### config.mk
export PLATFORM = sky130hd
export DESIGN_NAME = uart_core
export DESIGN_NICKNAME = d
export VERILOG_FILES = /design/src/rtl/uart_core.sv
export SDC_FILE = /design/constraint.sdc
export NUM_CORES = 1
export LEC_CHECK = 0
export BUFFER_PORTS_ARGS = -buffer_cell sky130_fd_sc_hd__buf_2
export CAP_MARGIN = 10
export CORE_MARGIN = 2
export CORE_UTILIZATION = 55
export CTS_CLUSTER_SIZE = 20
export DETAILED_ROUTE_END_ITERATION = 10
export PLACE_DENSITY = 0.76
export SYNTH_ARGS = -nofsm -noshare
export SYNTH_HDL_FRONTEND = slang
export SYNTH_SLANG_ARGS = --single-unit
### constraint.sdc
create_clock -name I_CLK -period 4.95 [get_ports I_CLK]
set_input_delay 0.495 -clock I_CLK [delete_from_list [all_inputs] [get_ports I_CLK]]
set_output_delay 0.495 -clock I_CLK [all_outputs]
set_load 0.01 [all_outputs]
### src/rtl/uart_core.sv
// uart_core: full-duplex UART engine with a shared runtime baud generator, a transmitter and an oversampling receiver.
// Latency: the TX line falls 1..I_BAUD_DIV+1 clocks after acceptance; O_RX_VALID rises 1 cycle after the stop-bit mid-sample.
// Backpressure: O_TX_READY stays low for the whole TX frame; RX has no buffer, so O_RX_VALID must be consumed on its pulse.
// Ports: I_CLK/I_RSTF clock and async active-low reset; I_BAUD_DIV tick period-1; I_PARITY_EN/I_PARITY_ODD/I_TWO_STOP frame format;
//        I_LOOPBACK routes TX into RX and holds O_TX high; I_TX_DATA/I_TX_VALID/O_TX_READY TX handshake; O_TX serial out;
//        I_RX serial in; O_RX_DATA/O_RX_VALID/O_RX_FRAME_ERR/O_RX_PARITY_ERR received word and its error flags.
module uart_core #(
    parameter int DATA_BITS  = 8,
    parameter int OVERSAMPLE = 16,
    parameter int DIV_WIDTH  = 16
) (
    input  logic                 I_CLK,
    input  logic                 I_RSTF,
    input  logic [DIV_WIDTH-1:0] I_BAUD_DIV,
    input  logic                 I_PARITY_EN,
    input  logic                 I_PARITY_ODD,
    input  logic                 I_TWO_STOP,
    input  logic                 I_LOOPBACK,
    input  logic [DATA_BITS-1:0] I_TX_DATA,
    input  logic                 I_TX_VALID,
    output logic                 O_TX_READY,
    output logic                 O_TX,
    input  logic                 I_RX,
    output logic [DATA_BITS-1:0] O_RX_DATA,
    output logic                 O_RX_VALID,
    output logic                 O_RX_FRAME_ERR,
    output logic                 O_RX_PARITY_ERR
);
    localparam int TW = $clog2(OVERSAMPLE);
    localparam int IW = $clog2(DATA_BITS);
    localparam logic [TW-1:0] T_LAST   = TW'(OVERSAMPLE - 1);
    localparam logic [TW-1:0] T_MID    = TW'(OVERSAMPLE / 2 - 1);
    localparam logic [IW-1:0] IDX_LAST = IW'(DATA_BITS - 1);

    // Baud generator: '>=' lets a lowered divisor take effect on the very next cycle.
    logic [DIV_WIDTH-1:0] baud_cnt;
    logic                 tick;
    assign tick = (baud_cnt >= I_BAUD_DIV);

    always_ff @(posedge I_CLK or negedge I_RSTF) begin
        if (!I_RSTF)   baud_cnt <= '0;
        else if (tick) baud_cnt <= '0;
        else           baud_cnt <= baud_cnt + DIV_WIDTH'(1);
    end

    // ---------------- Transmitter ----------------
    // TX_WAIT holds the line idle until the first tick so every bit is a whole number of ticks.
    typedef enum logic [2:0] {TX_IDLE, TX_WAIT, TX_START, TX_DATA, TX_PARITY, TX_STOP} tx_state_t;
    tx_state_t            tx_state, tx_state_n;
    logic [TW-1:0]        tx_tick, tx_tick_n;
    logic [IW-1:0]        tx_idx, tx_idx_n;
    logic [DATA_BITS-1:0] tx_shift, tx_shift_n;
    logic                 tx_par, tx_par_n, tx_par_en, tx_par_en_n;
    logic                 tx_two, tx_two_n, tx_line, tx_line_n;
    logic                 tx_bit_end;

    assign tx_bit_end = tick && (tx_tick == T_LAST);

    always_ff @(posedge I_CLK or negedge I_RSTF) begin
        if (!I_RSTF) begin
            tx_state  <= TX_IDLE;
            tx_tick   <= '0;
            tx_idx    <= '0;
            tx_shift  <= '0;
            tx_par    <= 1'b0;
            tx_par_en <= 1'b0;
            tx_two    <= 1'b0;
            tx_line   <= 1'b1;
        end else begin
            tx_state  <= tx_state_n;
            tx_tick   <= tx_tick_n;
            tx_idx    <= tx_idx_n;
            tx_shift  <= tx_shift_n;
            tx_par    <= tx_par_n;
            tx_par_en <= tx_par_en_n;
            tx_two    <= tx_two_n;
            tx_line   <= tx_line_n;
        end
    end

    always_comb begin
        tx_state_n  = tx_state;
        tx_tick_n   = tx_tick;
        tx_idx_n    = tx_idx;
        tx_shift_n  = tx_shift;
        tx_par_n    = tx_par;
        tx_par_en_n = tx_par_en;
        tx_two_n    = tx_two;
        tx_line_n   = tx_line;
        if (tick && tx_state != TX_IDLE && tx_state != TX_WAIT)
            tx_tick_n = tx_bit_end ? '0 : tx_tick + TW'(1);
        case (tx_state)
            TX_IDLE: begin
                tx_line_n = 1'b1;
                if (I_TX_VALID) begin
                    tx_state_n  = TX_WAIT;
                    tx_shift_n  = I_TX_DATA;
                    tx_par_n    = (^I_TX_DATA) ^ I_PARITY_ODD;
                    tx_par_en_n = I_PARITY_EN;
                    tx_two_n    = I_TWO_STOP;
                end
            end
            TX_WAIT: if (tick) begin
                tx_state_n = TX_START;
                tx_line_n  = 1'b0;
                tx_tick_n  = '0;
            end
            TX_START: if (tx_bit_end) begin
                tx_state_n = TX_DATA;
                tx_idx_n   = '0;
                tx_line_n  = tx_shift[0];
            end
            TX_DATA: if (tx_bit_end) begin
                if (tx_idx == IDX_LAST) begin
                    tx_idx_n = '0;
                    if (tx_par_en) begin
                        tx_state_n = TX_PARITY;
                        tx_line_n  = tx_par;
                    end else begin
                        tx_state_n = TX_STOP;
                        tx_line_n  = 1'b1;
                    end
                end else begin
                    tx_idx_n   = tx_idx + IW'(1);
                    tx_shift_n = tx_shift >> 1;
                    tx_line_n  = tx_shift[1];
                end
            end
            TX_PARITY: if (tx_bit_end) begin
                tx_state_n = TX_STOP;
                tx_line_n  = 1'b1;
            end
            TX_STOP: if (tx_bit_end) begin
                // tx_idx counts stop bits already sent.
                if (tx_two && tx_idx == '0) tx_idx_n = IW'(1);
                else                        tx_state_n = TX_IDLE;
            end
            default: tx_state_n = TX_IDLE;
        endcase
    end

    assign O_TX_READY = (tx_state == TX_IDLE);
    assign O_TX       = I_LOOPBACK | tx_line;

    // ---------------- Receiver ----------------
    typedef enum logic [2:0] {RX_IDLE, RX_START, RX_DATA, RX_PARITY, RX_STOP, RX_WAIT_IDLE} rx_state_t;
    rx_state_t            rx_state, rx_state_n;
    logic                 rx_sync1, rx_line;
    logic [TW-1:0]        rx_tick, rx_tick_n;
    logic [IW-1:0]        rx_idx, rx_idx_n;
    logic [DATA_BITS-1:0] rx_shift, rx_shift_n, rx_data_q, rx_data_n;
    logic                 rx_par_en, rx_par_en_n, rx_odd, rx_odd_n, rx_par_bad, rx_par_bad_n;
    logic                 rx_vld_q, rx_vld_n, rx_ferr_q, rx_ferr_n, rx_perr_q, rx_perr_n;
    logic                 rx_bit_end;

    assign rx_bit_end = tick && (rx_tick == T_LAST);

    always_ff @(posedge I_CLK or negedge I_RSTF) begin
        if (!I_RSTF) begin
            rx_sync1   <= 1'b1;
            rx_line    <= 1'b1;
            rx_state   <= RX_IDLE;
            rx_tick    <= '0;
            rx_idx     <= '0;
            rx_shift   <= '0;
            rx_data_q  <= '0;
            rx_par_en  <= 1'b0;
            rx_odd     <= 1'b0;
            rx_par_bad <= 1'b0;
            rx_vld_q   <= 1'b0;
            rx_ferr_q  <= 1'b0;
            rx_perr_q  <= 1'b0;
        end else begin
            rx_sync1   <= I_LOOPBACK ? tx_line : I_RX;
            rx_line    <= rx_sync1;
            rx_state   <= rx_state_n;
            rx_tick    <= rx_tick_n;
            rx_idx     <= rx_idx_n;
            rx_shift   <= rx_shift_n;
            rx_data_q  <= rx_data_n;
            rx_par_en  <= rx_par_en_n;
            rx_odd     <= rx_odd_n;
            rx_par_bad <= rx_par_bad_n;
            rx_vld_q   <= rx_vld_n;
            rx_ferr_q  <= rx_ferr_n;
            rx_perr_q  <= rx_perr_n;
        end
    end

    always_comb begin
        rx_state_n   = rx_state;
        rx_tick_n    = rx_tick;
        rx_idx_n     = rx_idx;
        rx_shift_n   = rx_shift;
        rx_data_n    = rx_data_q;
        rx_par_en_n  = rx_par_en;
        rx_odd_n     = rx_odd;
        rx_par_bad_n = rx_par_bad;
        rx_vld_n     = 1'b0;
        rx_ferr_n    = 1'b0;
        rx_perr_n    = 1'b0;
        if (tick && (rx_state == RX_DATA || rx_state == RX_PARITY || rx_state == RX_STOP))
            rx_tick_n = rx_bit_end ? '0 : rx_tick + TW'(1);
        case (rx_state)
            RX_IDLE: if (tick && !rx_line) begin
                rx_state_n = RX_START;
                rx_tick_n  = '0;
            end
            RX_START: if (tick) begin
                if (rx_tick == T_MID) begin
                    // Mid start bit: high means a glitch, drop it silently.
                    rx_tick_n = '0;
                    if (rx_line) begin
                        rx_state_n = RX_IDLE;
                    end else begin
                        rx_state_n   = RX_DATA;
                        rx_idx_n     = '0;
                        rx_par_en_n  = I_PARITY_EN;
                        rx_odd_n     = I_PARITY_ODD;
                        rx_par_bad_n = 1'b0;
                    end
                end else begin
                    rx_tick_n = rx_tick + TW'(1);
                end
            end
            RX_DATA: if (rx_bit_end) begin
                rx_shift_n = {rx_line, rx_shift[DATA_BITS-1:1]};
                if (rx_idx == IDX_LAST) begin
                    rx_idx_n   = '0;
                    rx_state_n = rx_par_en ? RX_PARITY : RX_STOP;
                end else begin
                    rx_idx_n = rx_idx + IW'(1);
                end
            end
            RX_PARITY: if (rx_bit_end) begin
                rx_par_bad_n = rx_line ^ (^rx_shift) ^ rx_odd;
                rx_state_n   = RX_STOP;
            end
            RX_STOP: if (rx_bit_end) begin
                rx_vld_n   = 1'b1;
                rx_data_n  = rx_shift;
                rx_ferr_n  = !rx_line;
                rx_perr_n  = rx_par_bad;
                // A bad stop bit waits for the line to recover so a break gives one word.
                rx_state_n = rx_line ? RX_IDLE : RX_WAIT_IDLE;
            end
            RX_WAIT_IDLE: if (rx_line) rx_state_n = RX_IDLE;
            default: rx_state_n = RX_IDLE;
        endcase
    end

    assign O_RX_DATA       = rx_data_q;
    assign O_RX_VALID      = rx_vld_q;
    assign O_RX_FRAME_ERR  = rx_ferr_q;
    assign O_RX_PARITY_ERR = rx_perr_q;
endmodule

* Word-level counts from Yosys, hierarchy flattened
Cells that the tools add are included.
** Operators by class
- Shift-type cells :: 0
- Div/mod/pow operators :: 0
- Order comparisons :: 1
- Multiplexer cells :: 68
- Equal/unequal tests :: 35
- Bitwise logic cells :: 5
- Reduce and logical (&&, ||, !) cells :: 32
- Multipliers :: 0
- $add $sub $neg :: 5
** Operators with widths (number)
- $mux W3 :: 28
- $mux W4 :: 9
- $ne A2 B2 Y1 const B :: 18
- $pmux W3 S6 :: 2
- $mux W8 :: 3
- $reduce_and A5 Y1 :: 4
- $eq A3 B3 Y1 const B :: 6
- $mux W1 :: 18
- $add A16 B1 Y16 const B :: 1
- $ge A16 B16 Y1 :: 1
- $mux W16 :: 1
- $pmux W8 S2 :: 1
- $reduce_and A8 Y1 :: 2
- $reduce_xor A8 Y1 :: 2
- $eq A3 B2 Y1 const B :: 4
- $logic_not A3 Y1 :: 3
- $pmux W3 S3 :: 1
- $add A4 B1 Y4 const B :: 2
- $eq A4 B4 Y1 const B :: 2
- $pmux W4 S2 :: 1
- $reduce_and A4 Y1 :: 2
- $logic_and A1 B1 Y1 :: 7
- $add A3 B1 Y3 const B :: 2
- $eq A3 B1 Y1 const B :: 2
- other kinds (16) :: 24
** Storage, ports and cells
- Memories :: 0
- Flip-flop bits (word level) :: 72
- ROM bits :: 0
- Latch bits :: 0
- Memory bits (writable) :: 0

* Logic depth before layout (Yosys ltp)
- Word-level depth :: 7
- Depth in mapped cells :: 10
- Gate-level depth less buffers :: 8

* Worst setup path after synthesis
Ideal clock, no wire load.
- Path type :: input port to flip-flop
- From :: input port I_BAUD_DIV[13]
- To :: register rx_shift[1]
- Library setup time :: 0.125 ns
- Data required time :: 4.825 ns
- Stages :: 9
- Data arrival time :: 2.434 ns
- Slack :: 2.391 ns
- Cells stage by stage :: inv_1 ha_1 nand4_1 nor4_1 a32oi_1 buf_2 a2111oi_4 buf_4 mux2_2
** Between the ends
- Cells in the longest elaborated chain, start to end :: 3
** RTL lines
- start: declaration :: RTL line 14 : input logic [DIV_WIDTH-1:0] I_BAUD_DIV,
- $ge A16 B16 Y1 :: RTL line 38 : assign tick = (baud_cnt >= I_BAUD_DIV);
- $logic_and A1 B1 Y1 :: RTL line 156 : assign rx_bit_end = tick && (rx_tick == T_LAST);
- $reduce_and A2 Y1 (no line)
- end signal: assignment :: RTL line 179 : rx_shift <= rx_shift_n;
- end: declaration :: RTL line 151 : logic [DATA_BITS-1:0] rx_shift, rx_shift_n, rx_data_q, rx_data_n;
No other way between the ends.
A chain may end at the register's enable or synchronous reset.

* Worst setup path after layout
- From :: register baud_cnt[0]
- To :: register tx_state[0]
** Between the ends
- Cells in the longest elaborated chain, start to end :: 4
** RTL lines
- start: declaration :: RTL line 36 : logic [DIV_WIDTH-1:0] baud_cnt;
- start signal: assignment :: RTL line 43 : else baud_cnt <= baud_cnt + DIV_WIDTH'(1);
- $ge A16 B16 Y1 * :: RTL line 38
- $logic_and A1 B1 Y1 :: RTL line 57 : assign tx_bit_end = tick && (tx_tick == T_LAST);
- $ne A2 B2 Y1 (no line)
- $reduce_and A8 Y1 (no line) *
- end signal: assignment :: RTL line 70 : tx_state <= tx_state_n;
- end: declaration :: RTL line 49 : tx_state_t tx_state, tx_state_n;
Mark *: on every way between the ends. The rest lies on a longest branch, timed or not.

==> out/qor.yml <==
status: "completed"
critical_path.cell_chain: "inv_1, ha_1, nand2b_1, a2111o_1, a32oi_1, nand2_1, buf_4, o221ai_1, mux2i_1"
startpoint_type: "register"
die_area_um2: 8180
tightest_slew_ps: 1180
numCtsBuffers: 9
cts_setup_buffers: 0
drive_gt1_share_pct: 20.3
worst_path_max_delay_cell: "a32oi_1"
drt-vias-per-instance: 5.53
core-area_um2: 7250
h-tree-depth: 3
fillers: 618
ys_ff_latch: 72
synth_area_um2: 4110
p_clk_share_pct: 21.8
synth_fp_nets: 473
grt-ovfl-total: 0
port-buffer-count: 44
clk_latency_ps: 340
fin_crit_ps: 3510
arrival_ps: 3770
yosysWarnings: 0
yosysTopAreaCell: "dfrtp_1"
worstSetupEndpointType: "register"
cp_top_family: "compound AO/OA/AOI/OAI gates"
worst-path-max-fanout: 17
timing.hold.ws_ps: 346
final_util_pct: 63.1
grt_pass1_vias: 3041
worst-path-buf-inv: 2
p_sw_uw: 666
synth_area_leaders: "dfrtp_1 (42%), ha_1 (7.3%), mux2_2 (6.0%), a21oi_1 (4.3%), nor2_1 (4.2%)"
dr.pass1.iters: 4
p_int_uw: 1190
postSynthCellCount: 417
path_clk_slew_ps: 70
initial_utilization_pct: 56.6
rows: 31
setup_viol: 0
cts_root_buffer: "clkbuf_8"
synth_edf_count: 0
grt_max_degree: 73
required_ps: 5210
fmax_mhz: 285
slew_violations: 0
fin_crit_sh_pct: 70.9
place_hpwl_um: 5750
drtAntennaViolNets: 0
final_area_um2: 4580
slowest_delay_ps: 960
dpl_cell_area_um2: 4410
hp-class: "in2async"
gr-usage-all-layers_pct: 20.9
cts.sinks: 72
cap_violations: 0
hold_viol_final: 0
dr.first_iter.drc_count: 192
via_count: 3113
cts_resized: 0
r2r-start: "baud_cnt[0]"
clock_path_buffers: 2
die_x_um: 90.4
synthArstFlopShare_pct: 100
switching_share_pct: 36.0
antenna_found_initial: 0
synth_flop_cell: "dfrtp_1"
diodes: 0
slew_headroom_pct: 21.1
tritoncts: "done"
area_growth_pct: 11.4
drc: 0
ys_types: 53
r2r_slack_ps: 1440
leakagePower_uw: 0.00228
grt_pass1_wl_um: 13900
power_frac_comb_pct: 30.9
holdBufCountCts: 0
nets: 516
grt_setup_unrepaired: "false"
avgSynthCellArea_um2: 9.85
worstSetupPathType: "reg2reg"
finalWorstSetupSlack_ps: 1440
ir_drop_uv: 214
routabilityCongestion: 0.889
power_density_nw_per_um2: 404
place_ws_ps: 1340
io_pins: 45
fin_tns_setup_ps: 0
cp-startpoint: "baud_cnt[0]"
synth-seq-area-share_pct: 43.9
synth_top_area_share_pct: 42.0
post_drt_wl_per_cell_um: 14.0
p_seq_share_pct: 47.2
fin_skew_ps: 9.10
die-height_um: 90.4
drt_wl_total_um: 7880
==> state kept, by name (all words and copies together) (netlist names), 3 cells and up, named ones only <==
name and flops:
baud_cnt 16, O_RX_DATA 8, rx_idx 3, tx_idx 3
rx_shift 8, rx_tick 4, tx_state 3, rx_state 3
tx_shift 8
==> layer usage <==
layer	up-vias	GRT usage [%]	part of all wire (%)
met5	-	0	0
met4	0	9.36	1.6
met3	12	3.26	4.8
met2	80	33.0	47
met1	1468	28.7	47
li1	1553	-	-
==> layout by cell type (no fill, tap or decap), types with 7 or more instances in the layout <==
cell / netlist / routed
xor2_1: 13 / 13
nor2_1: 46 / 46
a21oi_1: 35 / 35
nand2_1: 27 / 27
nand3_1: 13 / 13
mux2_2: 22 / 22
buf_2: 5 / 44
clkbuf_8: 0 / 11
ha_1: 24 / 24
mux2i_1: 10 / 10
inv_1: 26 / 26
nand2b_1: 8 / 8
and3_1: 7 / 7
dfrtp_1: 69 / 69
o21ai_0: 15 / 15
xnor2_1: 17 / 17
==> synthesized netlist by cell type, types with 5 or more instances <==
master,count
dfrtp_1,69
nor2_1,46
a21oi_1,35
nand2_1,27
inv_1,26
ha_1,24
mux2_2,22
xnor2_1,17
o21ai_0,15
nand3_1,13
xor2_1,13
mux2i_1,10
clkbuf_1,8
nand2b_1,8
and3_1,7
a22o_1,6
nand4_1,6
buf_2,5
==> cells by family after synthesis <==
logic type	synth area share [%]
xor gates and xnor gates	6.39
muxes	8.74
and+or+nand+nor	15.6
buffers and inverters	3.90
AOI/OAI and AO/OA	14.2
adders and majority gates	7.31
DFF	43.9
==> final cells by class <==
cell class	instances	area (um2)	share of cell area (%)
multi-input cells	305	2140	46.8
flip-flops and latches	72	1810	39.4
repair buffers	46	235	5.14
clock buffers	11	151	3.31
well taps	99	124	2.71
inverters	26	97.6	2.13
clock inverters	4	20.0	0.437
==> through the flow <==
step / total power (uW) / std cells
5_1_grt: 2000 / 563
3_5_place_dp: 1460 / 548
2_1_floorplan: 1300 / 417
4_1_cts: 1870 / 563
6_report: 1850 / 563
3_3_place_gp: 1430 / 548
==> path summary, 6_finish.rpt <==
check / end / cells after the start
max in group asynchronous: rx_tick[1] / 2
worst max-delay path: tx_state[0] / 9
min in group I_CLK: rx_line / 0
worst max register to register: tx_state[0] / 9
worst min-delay path: baud_cnt[5] / 2
worst min register to register: rx_line / 0
==> power groups by stage <==
| stage | registers [uW] | logic, uW | clock network [uW] |
|---|---|---|---|
| 2_1_floorplan | 809 | 495 | 0 |
| 3_3_place_gp | 878 | 554 | 0 |
| 3_5_place_dp | 883 | 575 | 0 |
| 4_1_cts | 873 | 579 | 415 |
| 5_1_grt | 897 | 662 | 443 |
| 6_report | 875 | 573 | 404 |
Power figures use the tool's default switching activity.
